<file path="src/rtl/pipe_stall_ctrl.sv">
// pipe_stall_ctrl: central stall/flush sequencer for the 5-stage OTTER pipeline.
// Ports: CLK, RST_N (async active-low); load_use_D, branch_taken_E, mdu_req_E,
//   mdu_done, dmem_wait_M in; stall_F/D/E/M, flush_D/E/M/W, mdu_go, mdu_abort,
//   stall_cycles out. Outputs are Mealy (state + inputs), forced to 0 during reset.
// Option: PIPE_STALL_CNT_EN builds the saturating stall_F cycle counter;
//   otherwise stall_cycles is tied to 0.
module pipe_stall_ctrl #(
    parameter int MDU_TIMEOUT = 64,
    parameter int CNT_W       = 32
) (
    input  logic             CLK,
    input  logic             RST_N,
    input  logic             load_use_D,
    input  logic             branch_taken_E,
    input  logic             mdu_req_E,
    input  logic             mdu_done,
    input  logic             dmem_wait_M,
    output logic             stall_F,
    output logic             stall_D,
    output logic             stall_E,
    output logic             stall_M,
    output logic             flush_D,
    output logic             flush_E,
    output logic             flush_M,
    output logic             flush_W,
    output logic             mdu_go,
    output logic             mdu_abort,
    output logic [CNT_W-1:0] stall_cycles
);
    typedef enum logic {RUN, MDU_WAIT} state_t;
    state_t     state_q, state_d;
    logic [7:0] wait_cnt_q, wait_cnt_d;
    logic       done_q, done_d;
    logic [9:0] o;
    always_comb begin
        o          = '0;
        state_d    = state_q;
        wait_cnt_d = wait_cnt_q;
        done_d     = done_q;
        if (dmem_wait_M) begin
            o = 10'b1111_0001_00;
            if (state_q == MDU_WAIT && mdu_done) done_d = 1'b1;
        end else if (state_q == RUN) begin
            if (branch_taken_E) begin
                o = 10'b0000_1100_00;
            end else if (mdu_req_E) begin
                o          = 10'b1110_0010_10;
                state_d    = MDU_WAIT;
                wait_cnt_d = '0;
                done_d     = 1'b0;
            end else if (load_use_D) begin
                o = 10'b1100_0100_00;
            end
        end else if (mdu_done || done_q) begin
            state_d = RUN;
            done_d  = 1'b0;
        end else if (wait_cnt_q == 8'(MDU_TIMEOUT - 1)) begin
            o       = 10'b0000_0000_01;
            state_d = RUN;
        end else begin
            o          = 10'b1110_0010_00;
            wait_cnt_d = wait_cnt_q + 8'd1;
        end
    end
    always_ff @(posedge CLK or negedge RST_N) begin
        if (!RST_N) begin
            state_q    <= RUN;
            wait_cnt_q <= '0;
            done_q     <= 1'b0;
        end else begin
            state_q    <= state_d;
            wait_cnt_q <= wait_cnt_d;
            done_q     <= done_d;
        end
    end
    // Gate with RST_N so every control output drops the instant reset asserts.
    assign {stall_F, stall_D, stall_E, stall_M, flush_D, flush_E, flush_M, flush_W,
            mdu_go, mdu_abort} = RST_N ? o : '0;
`ifdef PIPE_STALL_CNT_EN
    logic [CNT_W-1:0] cnt_q, cnt_d;
    assign cnt_d = (stall_F && cnt_q != '1) ? cnt_q + CNT_W'(1) : cnt_q;
    always_ff @(posedge CLK or negedge RST_N) begin
        if (!RST_N) cnt_q <= '0;
        else        cnt_q <= cnt_d;
    end
    assign stall_cycles = cnt_q;
`else
    assign stall_cycles = '0;
`endif
endmodule
</file>
<file path="config.mk">
export PLATFORM = sky130hd
export DESIGN_NAME = pipe_stall_ctrl
export DESIGN_NICKNAME = d
export VERILOG_FILES = /design/src/rtl/pipe_stall_ctrl.sv
export SDC_FILE = /design/constraint.sdc
export NUM_CORES = 1
export LEC_CHECK = 0
export CAP_MARGIN = 25
export CORE_ASPECT_RATIO = 0.6
export CORE_MARGIN = 1.5
export CORE_UTILIZATION = 42
export CTS_CLUSTER_DIAMETER = 200
export CTS_CLUSTER_SIZE = 8
export DETAILED_ROUTE_END_ITERATION = 10
export GPL_TIMING_DRIVEN = 0
export PLACE_DENSITY_LB_ADDON = 0.08
export SKIP_CTS_REPAIR_TIMING = 1
export SKIP_LAST_GASP = 1
export SYNTH_ARGS = -nofsm -noshare
export SYNTH_HDL_FRONTEND = slang
export SYNTH_SLANG_ARGS = --single-unit
</file>
<file path="constraint.sdc">
create_clock -name CLK -period 3.6 [get_ports CLK]
set_input_delay 1.08 -clock CLK [delete_from_list [all_inputs] [get_ports CLK]]
set_output_delay 1.08 -clock CLK [all_outputs]
set_load 0.02 [all_outputs]
</file>
After elaboration in Yosys (flattened, before gate mapping)
Cells that the tools add are included.
Storage, ports and cells
  logic and storage cells: 42
  bits in registers: 10
  bits of input ports: 7
Cells by class
  reduce and logical (&&, ||, !) cells: 6
  add/subtract/negate cells: 1
  eq/ne operators: 7
  bitwise gates (word level): 1
  multiplexer cells: 24
Operators with widths (number)
  two-way mux 10 bit: 8
  two-way mux 8 bit: 5
  two-way mux 1 bit: 11
  adder 8 x 1 -> 8 bit, second input constant: 1
  == test 8 x 6 -> 1 bit, second input constant: 1
  AND reduction 5 bit: 1
  != test 2 x 1 -> 1 bit, second input constant: 2
  != test 2 bit, second input constant: 2
  AND reduction 4 bit: 1
  != test 3 x 1 -> 1 bit, second input constant: 1
  != test 3 x 2 -> 1 bit, second input constant: 1
  nonzero test 3 bit: 1
  nonzero test 2 bit: 1
  logical AND 1 bit: 1
  logical OR 1 bit: 1
  inverter 1 bit: 1

Depth between registers and ports, before layout
  depth in word-level cells: 6
  gate-level depth with buffers: 5
  mapped depth without buffers: 5

Worst setup path before layout
Ideal clock, no wire load.
  path kind: input -> output
  from: input port mdu_done
  to: output port mdu_abort
  path slack: 424 ps
  path buffers: 0
  required time: 2520 ps
  cell stages on the path: 2
  arrival time: 2096 ps
  cells stage by stage: or3_1 -> nor4_1
Between the ends
  word-level cells in the longest chain between the ends: 5
RTL lines
  start: declaration: RTL line 16  | input logic mdu_done,
  logical OR 1 bit: RTL line 54  | end else if (mdu_done || done_q) begin
  two-way mux 10 bit: RTL line 54
  two-way mux 10 bit: RTL line 43  | end else if (state_q == RUN) begin
  two-way mux 10 bit: RTL line 40  | if (dmem_wait_M) begin
  two-way mux 10 bit: RTL line 78  | mdu_go, mdu_abort} = RST_N ? o : '0;
  end: declaration: RTL line 27  | output logic mdu_abort,
Every way passes these cells.

Worst setup path in the final report
  from: input port mdu_done
  to: output port stall_E
Between the ends
  word-level cells in the longest chain between the ends: 5
RTL lines
  logical OR 1 bit: RTL line 54
  two-way mux 10 bit: RTL line 54
  two-way mux 10 bit: RTL line 43
  two-way mux 10 bit: RTL line 40
  two-way mux 10 bit: RTL line 78
  end: declaration: RTL line 20  | output logic stall_E,
Every way passes these cells.

==> results.yml <==
run_status:
  status: "completed"
power:
  p_seq_share_pct: 36.9
  combPwrFrac_pct: 41.1
  switching_share_pct: 38.65
  net-switching-power_mw: 0.1841
  p_per_area_mw_per_mm2: 371.6
  p_int_mw: 0.2921
  power_frac_clock_pct: 21.9
  max-vdd-ir-drop_mv: 0.2794
  power.leakage_nw: 0.7830
synth:
  syn_inst: 107
  synth_flop_cell: "dfrtp_1"
  syn_avg_cell_area_um2: 8.560
  yosys_warnings: 0
  yosys_register_bits: 10
  synthArstFlopShare_pct: 100.0
  ys_seq_area_share_pct: 27.32
  synth_area_um2: 915.9
  synth-edff-count: 0
  yosysUniqueCellTypes: 36
place:
  gp_congestion: 0.7511
  dpl.hpwl_mm: 1.520
  dpl.cell_count: 182
  port_buffers: 16
  place_ws_ns: -0.5890
critical_path:
  crit_chain: "clkdlybuf4s50_1 -> nor3b_2 -> o21a_1 -> nor3_1 -> nor2b_1 -> dlymetal6s2s_1"
  startpoint_type: "primary input"
  r2r_start: "wait_cnt_q[0]$_DFFE_PN0P_"
  crit_fanout: 4
  cp_slowest_cell: "clkdlybuf4s50_1"
  rr_endpoint: "wait_cnt_q[5]$_DFFE_PN0P_"
  end_kind: "primary output"
  reg2reg_slack_ns: 1.87
  critPathRequiredTime_ns: 2.52
  critPathArrivalTime_ns: 2.40
  max_stage_delay_ns: 0.45
  path_class: "primary input to primary output"
  reg2regPathDepth: 6
detailed_routing:
  drt-total-wl_mm: 1.935
  antenna_left: 0
  first_pass_iters: 4
  vias: 802
  vias_per_cell: 4.289
  wl_per_cell_um: 10.35
  drtIter0Drc: 62
  drc: 0
cts:
  clkLatencyLatePin_ns: 0.27
  cts_made_buffers: 3
  max-clock-path-buffers: 2
  cts_tree: "built"
  h-tree-depth: 1
  cts_root_buf: "clkbuf_4"
  path_clk_slew_ns: 0.06
  cts.sinks: 10
grt:
  grt_pass1_wl_mm: 3.008
  grt_pass1_vias: 701
  grtUsageTotal_pct: 16.17
  grt_max_degree: 15
  gr-total-overflow: 0
  antenna_found_initial: 0
sta:
  period_minus_slack_ns: 3.482
  layout_setup_ws_ns: 0.1184
  fin_skew_ns: 0.01065
  post-route-period-util_pct: 96.71
  rsz0062_at_grt: "false"
  slew_viol_final: 0
  setup_violations: 0
  fmax_ghz: 0.2872
  finalHoldViolations: 0
layout:
  syn_to_final_growth_pct: 39.89
  regArea_um2: 250.2
  utilization_pct: 65.64
  layout_common_cells: "buf_4 (35), conb_1 (32), dfrtp_1 (10), dlymetal6s2s_1 (8), clkdlybuf4s50_1 (6)"
  drive_gt1_share_pct: 30.82
  nNetsFinal: 168
  final_common_cell: "buf_4"
  final_cell_count_no_fill: 187
  n_antenna_cell: 0
  multiInputGateArea_um2: 506.7
  fillCellCount: 183
floorplanning:
  core_area_mm2: 0.001952
  initial_core_util_pct: 46.92
  fp.dieW_um: 63.29
  io_pins: 49
  die-height_um: 39.17
  die_area_mm2: 0.002479
  core.rowCount: 12
hold_path:
  hold_class: "register to register"
  hp-start: "wait_cnt_q[0]$_DFFE_PN0P_"
  hold_path_depth: 1
  holdPathEnd: "wait_cnt_q[0]$_DFFE_PN0P_"
flow_run:
  maxCapViolations: 0
## cells in the mapped netlist (2+ instances only)
cell type  count  area (um^2)
a211o_1        2        17.52
nor2_1         5        18.77
and2_1         2        12.51
inv_2          2        7.510
or3_1          3        18.77
dfrtp_1       10        250.2
nand2b_1       2        12.51
nand3_1        2        10.01
nor3_1         5        25.02
nor4_1         2        12.51
nand2_1        4        15.01
nand3_2        2        20.02
nor3b_1        3        22.52
o31ai_1        2        15.01
inv_1          2        7.510
a21oi_1        2        10.01
a21o_1         4        30.03
o21ai_1        2        10.01
buf_4         34        255.2
## per-layer routing
layer  part of all wire [%]  GRT usage (%)
met2                     47          27.93
met5                      0              0
met1                     47          19.72
met4                      0          2.717
met3                    6.1          6.414
## registers in the layout, indices dropped and copies added, names as in the netlist
register	cells
done_q	1
state_q	1
wait_cnt_q	8
## power by group through the flow
stage	Clock (mW)	Combinational, mW	Sequential [mW]
final	0.104	0.196	0.176
after global routing	0.108	0.217	0.181
after global placement	0	0.192	0.175
after detailed placement	0	0.195	0.178
after floorplan	0	0.156	0.169
after CTS	0.106	0.196	0.176
## worst max-delay path, delay by kind of cell
family	cells	cell delay, ns
compound gates	1	0.21
buf+inv	2	0.68
simple gates	3	0.42
## cell type report
class,count,area share (%)
inverter,4,1.172
clock buffer,4,2.832
timing repair buffer,17,13.87
sequential,10,19.53
buffer,35,20.31
multi-input combinational,89,39.55
tap,28,2.734
## worst max-delay path by stage
stage          slack [ns]      from   endpoint
6_report             0.12  mdu_done    stall_E
5_1_grt              0.04  mdu_done    flush_M
4_1_cts             -0.60     RST_N  mdu_abort
3_5_place_dp        -0.59     RST_N    flush_D
3_3_place_gp        -0.62     RST_N  mdu_abort
2_1_floorplan        0.42  mdu_done  mdu_abort
## through the flow
| stage | power (mW) | hold WS (ns) | area, um^2 | TNS, ns |
|---|---|---|---|---|
| 6_report | 0.4762 | 0.5418 | 1281 | 0 |
| 5_1_grt | 0.5061 | 0.5739 | 1281 | 0 |
| 4_1_cts | 0.4768 | 0.5535 | 1264 | -4.331 |
| 3_5_place_dp | 0.3725 | 0.5390 | 1227 | -4.221 |
| 3_3_place_gp | 0.3668 | 0.5174 | 1227 | -4.396 |
| 2_1_floorplan | 0.3245 | 0.4961 | 1032 | 0 |
## logic make-up (layout without fill, tap and decap cells)
logic type	after synthesis	count (layout)	share of synthesized area (%)
AOI/OAI and AO/OA	20	20	16.80
adders and majority gates	1	1	1.366
buffers and inverters	39	60	30.05
DFF	10	10	27.32
muxes	1	1	1.093
other	1	32	0.4094
and+or+nand+nor	35	35	22.95
Power figures use the tool's default switching activity.
